===== src/rtl/mem_stage_ctrl_if.sv =====
// Data-memory request/response bus between the memory-stage controller and the data memory.
interface mem_stage_ctrl_if #(
   parameter int unsigned DATA_W = 16
);
   logic              mem_req;
   logic              mem_we;
   logic [DATA_W-1:0] mem_addr;
   logic [DATA_W-1:0] mem_wdata;
   logic [DATA_W-1:0] mem_rdata;
   logic              mem_ready;

   modport master (
      output mem_req, mem_we, mem_addr, mem_wdata,
      input  mem_rdata, mem_ready
   );

   modport slave (
      input  mem_req, mem_we, mem_addr, mem_wdata,
      output mem_rdata, mem_ready
   );
endinterface


===== src/rtl/mem_stage_ctrl.sv =====
// MEM-stage controller: runs loads/stores over a variable-latency memory handshake,
// stalls the pipeline while an access is outstanding and registers the MEM/WB fields.
module mem_stage_ctrl #(
   parameter int unsigned DATA_W     = 16,
   parameter int unsigned REG_ADDR_W = 3,
   parameter int unsigned TIMEOUT    = 15
) (
   input  logic                  clk,
   input  logic                  rst,
   input  logic                  in_MemRead,
   input  logic                  in_MemWrite,
   input  logic                  in_Branch,
   input  logic                  in_Zero,
   input  logic [DATA_W-1:0]     in_BranchTarget,
   input  logic [DATA_W-1:0]     in_ALUResult,
   input  logic [DATA_W-1:0]     in_Write_Data,
   input  logic                  in_MemtoReg,
   input  logic                  in_RegWrite,
   input  logic [REG_ADDR_W-1:0] in_WriteRegister,
   mem_stage_ctrl_if.master      mem_bus,
   output logic                  O_Stall,
   output logic                  O_PCSrc,
   output logic [DATA_W-1:0]     O_BranchTarget,
   output logic [DATA_W-1:0]     O_ReadData,
   output logic [DATA_W-1:0]     O_ALUResult,
   output logic                  O_MemtoReg,
   output logic                  O_RegWrite,
   output logic [REG_ADDR_W-1:0] O_WriteRegister,
   output logic                  O_MemError
);

   localparam int unsigned CNT_W = 8;

   typedef enum logic {IDLE, ACCESS} state_t;

   state_t                state_q, state_d;
   logic [CNT_W-1:0]      cnt_q, cnt_d;
   logic                  req_q, req_d;
   logic                  we_q, we_d;
   logic [DATA_W-1:0]     addr_q, addr_d;
   logic [DATA_W-1:0]     wdata_q, wdata_d;
   // write-back fields parked while the access is outstanding
   logic [DATA_W-1:0]     wb_alu_q, wb_alu_d;
   logic                  wb_mtr_q, wb_mtr_d;
   logic                  wb_rw_q, wb_rw_d;
   logic [REG_ADDR_W-1:0] wb_wreg_q, wb_wreg_d;
   logic [DATA_W-1:0]     rdata_q, rdata_d;
   logic [DATA_W-1:0]     alu_q, alu_d;
   logic                  mtr_q, mtr_d;
   logic                  rw_q, rw_d;
   logic [REG_ADDR_W-1:0] wreg_q, wreg_d;
   logic                  err_q, err_d;

   logic mem_op_c;
   logic stall_c;

   assign mem_op_c = in_MemRead | in_MemWrite;
   assign stall_c  = (state_q == ACCESS) | ((state_q == IDLE) & mem_op_c);

   // State and output registers; the pipeline registers update on the falling edge.
   always_ff @(negedge clk) begin
      if (rst) begin
         state_q   <= IDLE;
         cnt_q     <= '0;
         req_q     <= 1'b0;
         we_q      <= 1'b0;
         addr_q    <= '0;
         wdata_q   <= '0;
         wb_alu_q  <= '0;
         wb_mtr_q  <= 1'b0;
         wb_rw_q   <= 1'b0;
         wb_wreg_q <= '0;
         rdata_q   <= '0;
         alu_q     <= '0;
         mtr_q     <= 1'b0;
         rw_q      <= 1'b0;
         wreg_q    <= '0;
         err_q     <= 1'b0;
      end else begin
         state_q   <= state_d;
         cnt_q     <= cnt_d;
         req_q     <= req_d;
         we_q      <= we_d;
         addr_q    <= addr_d;
         wdata_q   <= wdata_d;
         wb_alu_q  <= wb_alu_d;
         wb_mtr_q  <= wb_mtr_d;
         wb_rw_q   <= wb_rw_d;
         wb_wreg_q <= wb_wreg_d;
         rdata_q   <= rdata_d;
         alu_q     <= alu_d;
         mtr_q     <= mtr_d;
         rw_q      <= rw_d;
         wreg_q    <= wreg_d;
         err_q     <= err_d;
      end
   end

   // Next-state and next-output logic.
   always_comb begin
      state_d   = state_q;
      cnt_d     = cnt_q;
      req_d     = req_q;
      we_d      = we_q;
      addr_d    = addr_q;
      wdata_d   = wdata_q;
      wb_alu_d  = wb_alu_q;
      wb_mtr_d  = wb_mtr_q;
      wb_rw_d   = wb_rw_q;
      wb_wreg_d = wb_wreg_q;
      rdata_d   = rdata_q;
      alu_d     = alu_q;
      mtr_d     = mtr_q;
      rw_d      = rw_q;
      wreg_d    = wreg_q;
      err_d     = err_q;

      case (state_q)
         IDLE: begin
            if (mem_op_c) begin
               addr_d    = in_ALUResult;
               wdata_d   = in_Write_Data;
               we_d      = in_MemWrite;
               wb_alu_d  = in_ALUResult;
               wb_mtr_d  = in_MemtoReg;
               wb_rw_d   = in_RegWrite;
               wb_wreg_d = in_WriteRegister;
               req_d     = 1'b1;
               cnt_d     = '0;
               rw_d      = 1'b0;
               state_d   = ACCESS;
            end else begin
               alu_d   = in_ALUResult;
               mtr_d   = in_MemtoReg;
               rw_d    = in_RegWrite;
               wreg_d  = in_WriteRegister;
               rdata_d = '0;
            end
         end
         ACCESS: begin
            if (mem_bus.mem_ready) begin
               rdata_d = we_q ? '0 : mem_bus.mem_rdata;
               alu_d   = wb_alu_q;
               mtr_d   = wb_mtr_q;
               rw_d    = wb_rw_q;
               wreg_d  = wb_wreg_q;
               req_d   = 1'b0;
               state_d = IDLE;
            end else if (cnt_q >= CNT_W'(TIMEOUT - 1)) begin
               // this edge is the TIMEOUT-th without ready: give up on the access
               cnt_d   = cnt_q + CNT_W'(1);
               req_d   = 1'b0;
               err_d   = 1'b1;
               rw_d    = 1'b0;
               state_d = IDLE;
            end else begin
               cnt_d = cnt_q + CNT_W'(1);
               rw_d  = 1'b0;
            end
         end
         default: state_d = IDLE;
      endcase
   end

   assign mem_bus.mem_req   = req_q;
   assign mem_bus.mem_we    = we_q;
   assign mem_bus.mem_addr  = addr_q;
   assign mem_bus.mem_wdata = wdata_q;

   assign O_Stall         = stall_c;
   assign O_PCSrc         = in_Branch & in_Zero & ~stall_c;
   assign O_BranchTarget  = in_BranchTarget;
   assign O_ReadData      = rdata_q;
   assign O_ALUResult     = alu_q;
   assign O_MemtoReg      = mtr_q;
   assign O_RegWrite      = rw_q;
   assign O_WriteRegister = wreg_q;
   assign O_MemError      = err_q;

endmodule


===== src/flat_wrapper.sv =====
// flat-port wrapper written by rule: the top's interface ports become plain ports
module mem_stage_ctrl_flat 
#(
   parameter int unsigned DATA_W     = 16,
   parameter int unsigned REG_ADDR_W = 3,
   parameter int unsigned TIMEOUT    = 15
)
  (clk, rst, in_MemRead, in_MemWrite, in_Branch, in_Zero, in_BranchTarget, in_ALUResult, in_Write_Data, in_MemtoReg, in_RegWrite, in_WriteRegister, O_Stall, O_PCSrc, O_BranchTarget, O_ReadData, O_ALUResult, O_MemtoReg, O_RegWrite, O_WriteRegister, O_MemError, mem_bus_mem_req, mem_bus_mem_we, mem_bus_mem_addr, mem_bus_mem_wdata, mem_bus_mem_rdata, mem_bus_mem_ready);
  mem_stage_ctrl_if #(.DATA_W(DATA_W)) mem_bus_i ();
  input  logic clk;
  input  logic rst;
  input  logic in_MemRead;
  input  logic in_MemWrite;
  input  logic in_Branch;
  input  logic in_Zero;
  input  logic [DATA_W-1:0] in_BranchTarget;
  input  logic [DATA_W-1:0] in_ALUResult;
  input  logic [DATA_W-1:0] in_Write_Data;
  input  logic in_MemtoReg;
  input  logic in_RegWrite;
  input  logic [REG_ADDR_W-1:0] in_WriteRegister;
  output logic O_Stall;
  output logic O_PCSrc;
  output logic [DATA_W-1:0] O_BranchTarget;
  output logic [DATA_W-1:0] O_ReadData;
  output logic [DATA_W-1:0] O_ALUResult;
  output logic O_MemtoReg;
  output logic O_RegWrite;
  output logic [REG_ADDR_W-1:0] O_WriteRegister;
  output logic O_MemError;
  output wire logic [$bits(mem_bus_i.mem_req)-1:0] mem_bus_mem_req;
  output wire logic [$bits(mem_bus_i.mem_we)-1:0] mem_bus_mem_we;
  output wire logic [$bits(mem_bus_i.mem_addr)-1:0] mem_bus_mem_addr;
  output wire logic [$bits(mem_bus_i.mem_wdata)-1:0] mem_bus_mem_wdata;
  input wire logic [$bits(mem_bus_i.mem_rdata)-1:0] mem_bus_mem_rdata;
  input wire logic [$bits(mem_bus_i.mem_ready)-1:0] mem_bus_mem_ready;
  assign mem_bus_mem_req = mem_bus_i.mem_req;
  assign mem_bus_mem_we = mem_bus_i.mem_we;
  assign mem_bus_mem_addr = mem_bus_i.mem_addr;
  assign mem_bus_mem_wdata = mem_bus_i.mem_wdata;
  assign mem_bus_i.mem_rdata = mem_bus_mem_rdata;
  assign mem_bus_i.mem_ready = mem_bus_mem_ready;
  mem_stage_ctrl #(.DATA_W(DATA_W), .REG_ADDR_W(REG_ADDR_W), .TIMEOUT(TIMEOUT)) u_core (.clk(clk), .rst(rst), .in_MemRead(in_MemRead), .in_MemWrite(in_MemWrite), .in_Branch(in_Branch), .in_Zero(in_Zero), .in_BranchTarget(in_BranchTarget), .in_ALUResult(in_ALUResult), .in_Write_Data(in_Write_Data), .in_MemtoReg(in_MemtoReg), .in_RegWrite(in_RegWrite), .in_WriteRegister(in_WriteRegister), .mem_bus(mem_bus_i), .O_Stall(O_Stall), .O_PCSrc(O_PCSrc), .O_BranchTarget(O_BranchTarget), .O_ReadData(O_ReadData), .O_ALUResult(O_ALUResult), .O_MemtoReg(O_MemtoReg), .O_RegWrite(O_RegWrite), .O_WriteRegister(O_WriteRegister), .O_MemError(O_MemError));
endmodule

===== config.mk =====
export PLATFORM = sky130hd
export DESIGN_NAME = mem_stage_ctrl_flat
export DESIGN_NICKNAME = d
export VERILOG_FILES = /design/src/rtl/mem_stage_ctrl_if.sv /design/src/rtl/mem_stage_ctrl.sv /design/src/flat_wrapper.sv
export SDC_FILE = /design/constraint.sdc
export NUM_CORES = 1
export LEC_CHECK = 0
export CAP_MARGIN = 10
export CELL_PAD_IN_SITES_DETAIL_PLACEMENT = 1
export CELL_PAD_IN_SITES_GLOBAL_PLACEMENT = 2
export CORE_MARGIN = 5
export CORE_UTILIZATION = 23
export CTS_CLUSTER_DIAMETER = 50
export DETAILED_ROUTE_END_ITERATION = 8
export PLACE_DENSITY_LB_ADDON = 0.1
export SYNTH_ARGS = -nofsm -noshare
export SYNTH_HDL_FRONTEND = slang
export SYNTH_SLANG_ARGS = --single-unit
export TNS_END_PERCENT = 30

===== constraint.sdc =====
create_clock -name clk -period 1.6 [get_ports clk]
set_clock_uncertainty 0.05 [all_clocks]
set_input_delay 0.16 -clock clk [delete_from_list [all_inputs] [get_ports clk]]
set_output_delay 0.16 -clock clk [all_outputs]
set_load 0.03 [all_outputs]

# Yosys cells after proc, flatten, opt, wreduce, memory -nomap -nowiden
# Cells that the tools add are included.
dict set report op_classes {
  n_bitwise 8
  n_addsub 1
  n_eq_ne 5
  n_lt_le_gt_ge 1
  n_mux 27
  n_reduce_logical 5
}
# cell count
set op_table {}
lappend op_table {{two-way mux 16 bit} 5}
lappend op_table {{case mux 16 bit (2 select lines)} 2}
lappend op_table {{two-way mux 8 bit} 2}
lappend op_table {{case mux 8 bit (2 select lines)} 1}
lappend op_table {{two-way mux 1 bit} 10}
lappend op_table {{adder 8 x 1 -> 8 bit, second input constant} 1}
lappend op_table {{greater-or-equal comparator 8 x 4 -> 1 bit, second input constant} 1}
lappend op_table {{case mux 1 bit (2 select lines)} 4}
lappend op_table {{AND reduction 2 bit} 4}
lappend op_table {{two-way mux 3 bit} 2}
lappend op_table {{inequality test 2 bit, second input constant} 3}
lappend op_table {{case mux 3 bit (2 select lines)} 1}
lappend op_table {{AND 1 bit} 3}
lappend op_table {{inequality test 3 bit, second input constant} 1}
lappend op_table {{inverter 1 bit} 3}
lappend op_table {{AND reduction 3 bit} 1}
lappend op_table {{inequality test 2 x 1 -> 1 bit, second input constant} 1}
lappend op_table {{OR 1 bit} 2}
dict set report totals {
  ff_bits 86
  out_inout_bits 90
}

# Longest topological paths before layout
dict set report logic_depth {
  depth_word 5
  ltp_mapped 6
  depth_no_buf 5
}

==> summary.md <==
| Metric | Value |
|---|---|
| Routed WL | `12,400 um` |
| Register area | `between 1500 and 2000 um^2` |
| Status | `complete, but fails checks` |
| Vias | `3,576` |
| Hold Crit Class | `in2out` |
| Yosys warns | `0` |
| Leading area contributor after synthesis | `dfxtp_1` |
| CTS max path bufs | `2` |
| Worst Setup SP | `u_core.state_q` |
| Filler Cells Inserted | `1,704` |
| Worst path most repeated cell | `buf_6` |
| Routed Antenna Nets | `0` |
| Initial Util | `a little under a quarter` |
| Avg Inst Size Synth | `9.20 um^2` |
| CP top delay family | `simple AND/OR/NAND/NOR gates` |
| Hold Fails Final Rpt | `0` |
| Worst hold start | `in_BranchTarget[11]` |
| Core Area | `14,600 um^2` |
| Via density | `4.49` |
| Failing checks | `setup timing` |
| Overflow after GRT | `0` |
| Clock sinks | `86` |
| CP Cell Sequence | `nor3_4 -> buf_6 -> and3_4 -> buf_6` |
| Max_slew headroom | `67.6%` |
| Yosys top cell area share | `49.9%` |
| Drt first-iter violations | `77` |
| Dpl ws | `-932 ps` |
| Max stage delay on crit path | `320 ps` |
| CP Max Fanout | `2` |
| Antenna violations before repair | `0` |
| Synth area leaders | `dfxtp_1 50%, nand2_1 8.5%, a21oi_1 6.4%, mux2i_1 6.1%, a211oi_1 4.6%` |
| CTS tree | `done` |
| Residual DRC | `0` |
| Reg clk slew, reported paths | `30 ps` |
| Slowest CP cell | `dfxtp_2` |
| Ports | `about 170` |
| Area Overhead vs Synth | `76.9%` |
| Die Wd | `132 um` |
| Total Nets Final | `686` |
| Number of flops mapped to enable cells by yosys | `0` |
| Placed Instances | `a little under 700` |
| Buf+Inv Stages, Crit Path | `2` |
| Synth Register Bits | `86` |
| Leakage | `2.80 nW` |
| Post-Syn Instances | `375` |
| # rows | `44` |
| Vias in the first global route | `4,107` |
| Placed Area | `4880 um^2` |
| Netlist cell types | `38` |
| WP data arrival | `2130 ps` |
| Post-synth ARST share | `0%` |
| Final setup vio count | `between 100 and 150` |
| Finished Layout Cells | `797` |
| Tightest Pin Transition | `486 ps` |
| Reg2reg start | `u_core.state_q` |
| Seq/Total Area, Yosys | `49.9%` |
| Largest net degree at the start of global routing | `33` |
| Final Max Slew Viols | `0` |
| Die Ht | `132 um` |
| Synthesized area | `3450 um^2` |
| Gpl congestion | `0.695` |
| Commonest cells in the netlist | `86 x dfxtp_1, 78 x nand2_1, 44 x a21oi_1` |
| Drt wl/cell | `between 15 and 20 um` |
| Critical path required time | `1390 ps` |
| Die area | `17,500 um^2` |
| Design area | `6100 um^2` |
| Share of layout cells above drive strength 1 | `36.5%` |
| Crit path kind | `reg2out` |
| Pwr dens | `1070 nW/um^2` |
| Drt pass-1 iters | `4` |
| Maximum VDD drop | `~510 uV` |
| Max Cap Viol | `0` |
| Final HPWL DP | `8110 um` |
| H-tree levels | `3` |
| First-pass GRT wire length | `20,100 um` |
| Startpoint Class | `register` |
| Most numerous cell in the Yosys netlist | `dfxtp_1` |
| Top_reg_cell synth | `dfxtp_1` |
| Worst setup margin | `-735 ps` |
| Multi-input logic area | `1460 um^2` |
| CP Capture Type | `primary output` |
| Global Route Usage Sum | `around 14%` |
| Clock Root Buffer | `clkbuf_16` |
| ANT cells | `0` |
| Clock latency on the worst-skew pair | `410 ps` |
| Cts bufs inserted | `9` |
| RSZ-0062 raised after global routing | `yes` |
| Net count of the mapped netlist | `453` |
| I/O Buffers | `133` |
## final timing paths
path | to | slack (ps) | cells after the start
min | O_BranchTarget[11] | 270 | 0
min reg2reg | u_core.wb_wreg_q[1] | 400 | 2
max | O_PCSrc | -740 | 4
max reg2reg | u_core.O_ALUResult[9] | -190 | 6
## metal layers
| metal | track usage [%] | wire, um |
|---|---|---|
| met2 | 23.9 | 6250 |
| met5 | 0 | 0 |
| met4 | 7.16 | 176 |
| met1 | 14.9 | 5100 |
| met3 | 7.10 | 826 |
## repair_timing
item | in CTS | in global routing
resized for setup | 175 | 6
hold buffers | 0 | 0
buffers inserted | 12 | 8
gates cloned | 2 | 0
pin swaps | 17 | 6
setup endpoints to repair | 160 | 156
## cells in the final DEF, fill, tap and decap left out, types with 3 or more instances in the layout
cell type        netlist  routed
a211oi_1              21      21
a21oi_1               44      44
a22o_1                16      16
buf_12                 0      11
buf_4                 19      30
buf_6                  4      79
buf_8                  0       3
clkbuf_16              0       9
clkdlybuf4s50_1        0      55
clkinvlp_2             0       3
dfxtp_1               86      13
dfxtp_2                0      71
inv_1                  5      93
mux2i_1               21      21
nand2_1               78      78
nor3_1                21      21
o211ai_1               4       4
or3_1                  3       3
## worst register-to-register path, stage by stage (launching register included)
cell      delay, ps
dfxtp_2         340
buf_4           430
and2_4          280
buf_4           140
buf_4           180
nor3_1           70
a211oi_1        220
## sequential cells by signal, summed over array words and instances (netlist names), 3 cells and up
signal / flops
u_core.O_ALUResult: 16
u_core.O_ReadData: 16
u_core.mem_bus.mem_addr: 16
u_core.mem_bus.mem_wdata: 16
u_core.cnt_q: 8
u_core.O_WriteRegister: 3
u_core.wb_wreg_q: 3
## through the flow
stage / utilization, % / total power, mW / setup TNS [ps] / hold slack, ps
global route: 41.7 / 7.08 / -40920 / 270
detailed placement: 33.3 / 3.96 / -74990 / 270
floorplan: - / 3.45 / -27410 / 386
finish: 41.7 / 6.55 / -29760 / 270
CTS: 41.1 / 6.73 / -30250 / 270
global placement: 33.3 / 3.94 / -74110 / 270
## where the power goes
part	switching [mW]	total, mW	internal (mW)	leakage, nW
clock network	1.42	2.73	1.31	0.591
registers	0.110	2.44	2.33	0.734
logic	0.686	1.39	0.700	1.47
## final cells by class
type,instances,area share [%]
clock buffer,9,3.69
timing repair buffer,182,32.7
sequential,86,29.8
clock inverter,93,5.78
inverter,4,0.287
multi-input combinational,239,23.9
tap,184,3.77
## logic make-up (layout without fill, tap and decap cells)
logic type | Yosys count | in the layout | synth area share, %
xor gates and xnor gates | 1 | 1 | 0.254
and+or+nand+nor | 119 | 119 | 15.9
buffers and inverters | 50 | 288 | 8.60
DFF | 86 | 86 | 49.9
adders and majority gates | 2 | 2 | 0.726
AOI/OAI and AO/OA | 96 | 96 | 18.5
muxes | 21 | 21 | 6.10
(Power assumes the default switching activity.)
==> RTL edit 1 (config.mk and constraints unchanged) <==
`REG_ADDR_W` is set to 3 in 2 places; all go to 5.
--- a/src/rtl/mem_stage_ctrl.sv
+++ b/src/rtl/mem_stage_ctrl.sv
@@ -2,7 +2,7 @@
 // stalls the pipeline while an access is outstanding and registers the MEM/WB fields.
 module mem_stage_ctrl #(
    parameter int unsigned DATA_W     = 16,
-   parameter int unsigned REG_ADDR_W = 3,
+   parameter int unsigned REG_ADDR_W = 5,
    parameter int unsigned TIMEOUT    = 15
 ) (
    input  logic                  clk,
--- a/src/flat_wrapper.sv
+++ b/src/flat_wrapper.sv
@@ -2,7 +2,7 @@
 module mem_stage_ctrl_flat 
 #(
    parameter int unsigned DATA_W     = 16,
-   parameter int unsigned REG_ADDR_W = 3,
+   parameter int unsigned REG_ADDR_W = 5,
    parameter int unsigned TIMEOUT    = 15
 )
   (clk, rst, in_MemRead, in_MemWrite, in_Branch, in_Zero, in_BranchTarget, in_ALUResult, in_Write_Data, in_MemtoReg, in_RegWrite, in_WriteRegister, O_Stall, O_PCSrc, O_BranchTarget, O_ReadData, O_ALUResult, O_MemtoReg, O_RegWrite, O_WriteRegister, O_MemError, mem_bus_mem_req, mem_bus_mem_we, mem_bus_mem_addr, mem_bus_mem_wdata, mem_bus_mem_rdata, mem_bus_mem_ready);
Ports: changed (resized O_WriteRegister and in_WriteRegister); port bits go from 166 to 170. No check against the original RTL was run, so the function may have changed too.
==> RTL edit 1 against the original RTL <==
Die area increased by 8.9%. Count of clock-buffer cells in the layout unchanged. The flow still finishes with violations (setup timing). Worst setup slack got worse by 0.058 ns. Wire length increased by 1.7%. Critical endpoint unchanged. Sequential cell count increased by 4. First-iteration DRC count decreased by 1.3%. Worst hold slack unchanged. Area after synthesis increased by 9.6%. Total power increased by 14%. Final area increased by 5.1%. Largest cell class is now registers.
==> RTL edit 1: results (changes against the original RTL) <==
{| class="wikitable"
! Metric !! Value
|-
| Run status || complete, but fails checks
|-
| Failing checks || setup timing
|-
| WL met1 || 5492 microns (+7.6%)
|-
| Met3 WL post-DR || 798 microns (-3.4%)
|-
| Mux share of post-synthesis cell area || 2.152% (-3.9 points)
|-
| Number of I/O port buffers || 137 (+3.0%)
|-
| Crit-path leading delay family || buffers and inverters
|-
| Grt met2 use || 21.09% (-2.8 points)
|-
| Leading cell types by total area after synthesis || sky130_fd_sc_hd__dfxtp_1 48%, sky130_fd_sc_hd__a311oi_2 6.8%, sky130_fd_sc_hd__nand2_1 6.8%, sky130_fd_sc_hd__buf_4 4.4%, sky130_fd_sc_hd__o2bb2ai_1 3.9%
|-
| Netlist cell types || 46 (+21%)
|-
| Xor-xnor portion of the synthesized cell area || 0.2317% (-0.022 points)
|-
| First-pass GRT wire length || 20770 microns (+3.3%)
|-
| Worst slack at placement || -0.9900 ns (-0.05754 ns)
|-
| Half-perimeter wire length of the detailed placement result || 8546 microns (+5.3%)
|-
| Worst vdd rail ir drop || 0.0005022 V (-2.2%)
|-
| Arrival @ worst endpoint || 2.18 ns (+0.05 ns)
|-
| Multi-In Gates || 243 (+1.7%)
|-
| Met2 Wirelength || 6119 microns (-2.2%)
|-
| DR vias || 3744 (+4.7%)
|-
| Final WS setup || -0.7931 ns (-0.05793 ns)
|-
| Via count of the first global-routing pass || 4293 (+4.5%)
|-
| Power in the clock group || 3.49 mW (+28%)
|-
| Layout clock area frac || 10.94% (+1.5 points)
|-
| Switching fraction of total power || 31.65% (-2.2 points)
|-
| Initial DRC Count || 76 (-1.3%)
|-
| Maximum number of pins on one net before global-route repair || 53 (+61%)
|-
| Static Leak || 2.808 nW (+0.37%)
|-
| Sink count of the clock tree || 90 (+4.7%)
|-
| Number of endpoints failing setup at the final stage || 162 (+8.7%)
|-
| Non-clock buffer instance count of the final layout || 172 (-5.5%)
|-
| Proportion of synthesized chip area in sequential cells || 47.67% (-2.3 points)
|-
| DRT Wirelength || 12570 microns (+1.7%)
|-
| Combinational-cell power consumption || 1.43 mW (+3%)
|-
| Startpoint of the lowest-slack hold path || in_BranchTarget[12]
|}
RTL edit 1: stage by stage:
step | instance area (sq um) | cells | util (%) | power, mW | hold WS [ns]
final | 6414 | 831 | 40.08 | 7.491 | 0.2700
after detailed placement | 5260 | 721 | 32.87 | 4.241 | 0.2702
after global placement | 5260 | 721 | 32.87 | 4.225 | 0.2702
after CTS | 6342 | 829 | 39.64 | 7.715 | 0.2702
after global routing | 6414 | 831 | 40.08 | 8.093 | 0.2700
after floorplan | 3790 | 383 | - | 3.699 | 0.3827
RTL edit 1: worst max-delay path by stage:
stage	cells past startpoint	end	from	slack, ns
4_1_cts	5	O_PCSrc	u_core.state_q$_SDFF_NP0_	-0.89
5_1_grt	5	O_PCSrc	u_core.state_q$_SDFF_NP0_	-0.85
3_3_place_gp	5	u_core.O_ALUResult[4]$_SDFFE_NP0P_	in_MemWrite	-0.92
2_1_floorplan	4	O_PCSrc	u_core.state_q$_SDFF_NP0_	-0.50
3_5_place_dp	5	u_core.O_MemtoReg$_SDFFE_NP0P_	in_MemWrite	-0.99
6_report	5	O_PCSrc	u_core.state_q$_SDFF_NP0_	-0.79
RTL edit 1: worst reg2reg max path: stages (launching register included):
cell and delay, ns:
sky130_fd_sc_hd__dfxtp_2 0.35, sky130_fd_sc_hd__buf_4 0.47, sky130_fd_sc_hd__and2_4 0.36, sky130_fd_sc_hd__buf_4 0.24, sky130_fd_sc_hd__nor3_1 0.08, sky130_fd_sc_hd__a311oi_2 0.22
RTL edit 1: repair_timing:
action / in CTS / in global routing
resized for setup: 144 / 32
setup buffers: 3 / 2
hold buffers: 0 / 0
gates cloned: 0 / 0
endpoints found under the setup margin: 166 / 165
pin swaps: 2 / 3
==> RTL edit 2 (config.mk and constraints unchanged) <==
Made on the original files. Reset style: asynchronous (`rst`), changed in one clocked block.
--- a/src/rtl/mem_stage_ctrl.sv
+++ b/src/rtl/mem_stage_ctrl.sv
@@ -58,7 +58,7 @@
    assign stall_c  = (state_q == ACCESS) | ((state_q == IDLE) & mem_op_c);
 
    // State and output registers; the pipeline registers update on the falling edge.
-   always_ff @(negedge clk) begin
+   always_ff @(negedge clk or posedge rst) begin
       if (rst) begin
          state_q   <= IDLE;
          cnt_q     <= '0;
Formal check against the unedited RTL: differs if rst is asserted again (counterexample within 4 cycles, from zero or initial values and one cycle with rst high); with rst held inactive, the same outputs for 10 cycles.
==> RTL edit 2 against the original RTL <==
Sequential cell count is the same. Area after synthesis up 11%. Wire length rose by 10%. Critical path type unchanged. Non-clock buffer count is 25 higher. Worst setup slack lost 0.018 ns. The run still ends with setup timing left. Largest cell class unchanged. Sequential share of layout area grew 2.0 points. Final area rose by 11%. Global-route usage is 0.26 points lower.
Power is not compared: it rests on default switching activity, and its combinational part moved more than twofold at a synthesized area within 25%.
==> RTL edit 2: results (changes against the original RTL) <==
{| class="wikitable"
! Metric !! Value
|-
| Run status || complete, but fails checks
|-
| Failing checks || setup timing
|-
| Number of endpoints failing setup at the final stage || 157 (+5.4%)
|-
| Storage cell area || 2152 sq um (+18%)
|-
| Via count of the first global-routing pass || 3704 (-9.8%)
|-
| Number of vias per cell || 4.436 (-1.1%)
|-
| Top cells by instance count after synthesis || 86 x sky130_fd_sc_hd__dfrtn_1, 38 x sky130_fd_sc_hd__mux2_2, 23 x sky130_fd_sc_hd__inv_1
|-
| Half-perimeter wire length of the detailed placement result || 8299 microns (+2.3%)
|-
| Later-pin clock latency in the skew report || 0.35 ns (-0.06 ns)
|-
| Layout cell share with drive strength beyond 1 || 46.93% (+10 points)
|-
| Signal buf overhead || 34.62% (+1.9 points)
|-
| Worst slack at placement || -0.9714 ns (-0.03895 ns)
|-
| Startpoint of the lowest-slack hold path || in_BranchTarget[12]
|-
| Non-clock buffer instance count of the final layout || 207 (+14%)
|-
| Clock transition at path regs || 0.05 ns (+0.02 ns)
|-
| GRT Total Usage || 14.03% (-0.26 points)
|-
| Number of gates resized after CTS || 171 (-2.3%)
|-
| Proportion of synthesized chip area in sequential cells || 55.99% (+6.1 points)
|-
| Grt met2 use || 23.49% (-0.39 points)
|-
| Final WS setup || -0.7534 ns (-0.01824 ns)
|-
| Worst rel slew slack || 70.17% (+2.5 points)
|-
| Leading cell types by total area after synthesis || sky130_fd_sc_hd__dfrtn_1 56%, sky130_fd_sc_hd__mux2_2 11%, sky130_fd_sc_hd__mux2i_1 5.5%, sky130_fd_sc_hd__nand4b_1 3.6%, sky130_fd_sc_hd__buf_4 3.3%
|-
| Met3 WL post-DR || 984 microns (+19%)
|-
| Count of inverters other than clock inverters in the layout || 23 (+19)
|-
| Cells on worst reg2reg path || 8 (+2)
|-
| Met1 Usage GRT || 17.22% (+2.3 points)
|-
| Initial DRC Count || 59 (-23%)
|-
| Worst R2R Start || u_core.state_q$_DFF_NP0_
|-
| Reg-to-reg slack, setup || -0.34 ns (-0.15 ns)
|-
| WL met1 || 5828 microns (+14%)
|-
| RD Place Congestion || 0.7282 (+4.8%)
|-
| Maximum number of pins on one net before global-route repair || 34 (+3.0%)
|-
| Total negative slack for setup checks || -38.57 ns (-8.801 ns)
|-
| Worst reg2reg path endpoint || u_core.cnt_q[1]$_DFFE_NP0P_
|-
| Layout clock area frac || 3.796% (-5.7 points)
|-
| Filler Cell Count || 1729 (+1.5%)
|-
| Nets in the synthesized netlist || 400 (-12%)
|-
| Average routed wire per standard cell || 18.79 microns (+21%)
|}
[RTL edit 2: through the flow]
stage	power (mW)	cell area [sq um]	hold slack, ns	util (%)	cells
final	11.84	6758	0.2700	41.04	725
after floorplan	6.212	3880	0.3778	-	322
after global placement	8.196	5408	0.2702	32.84	669
after global routing	12.46	6758	0.2700	41.04	725
after detailed placement	8.251	5408	0.2702	32.84	669
after CTS	11.68	6541	0.2702	39.73	708
[RTL edit 2: kinds of logic after synthesis]
group                      count (synthesis)  synth area share [%]
and+or+nand+nor                           58                 9.538
muxes                                     59                 16.60
buffers and inverters                     61                 8.854
adders and majority gates                  2                0.6509
DFF                                       86                 55.99
AOI/OAI and AO/OA                         56                 8.367
[RTL edit 2: worst max-delay path, stage by stage (launching register included)]
cell,delay (ns)
sky130_fd_sc_hd__dfrtn_1,0.37
sky130_fd_sc_hd__nor3_4,0.18
sky130_fd_sc_hd__buf_8,0.15
sky130_fd_sc_hd__and3_4,0.17
sky130_fd_sc_hd__buf_6,0.12
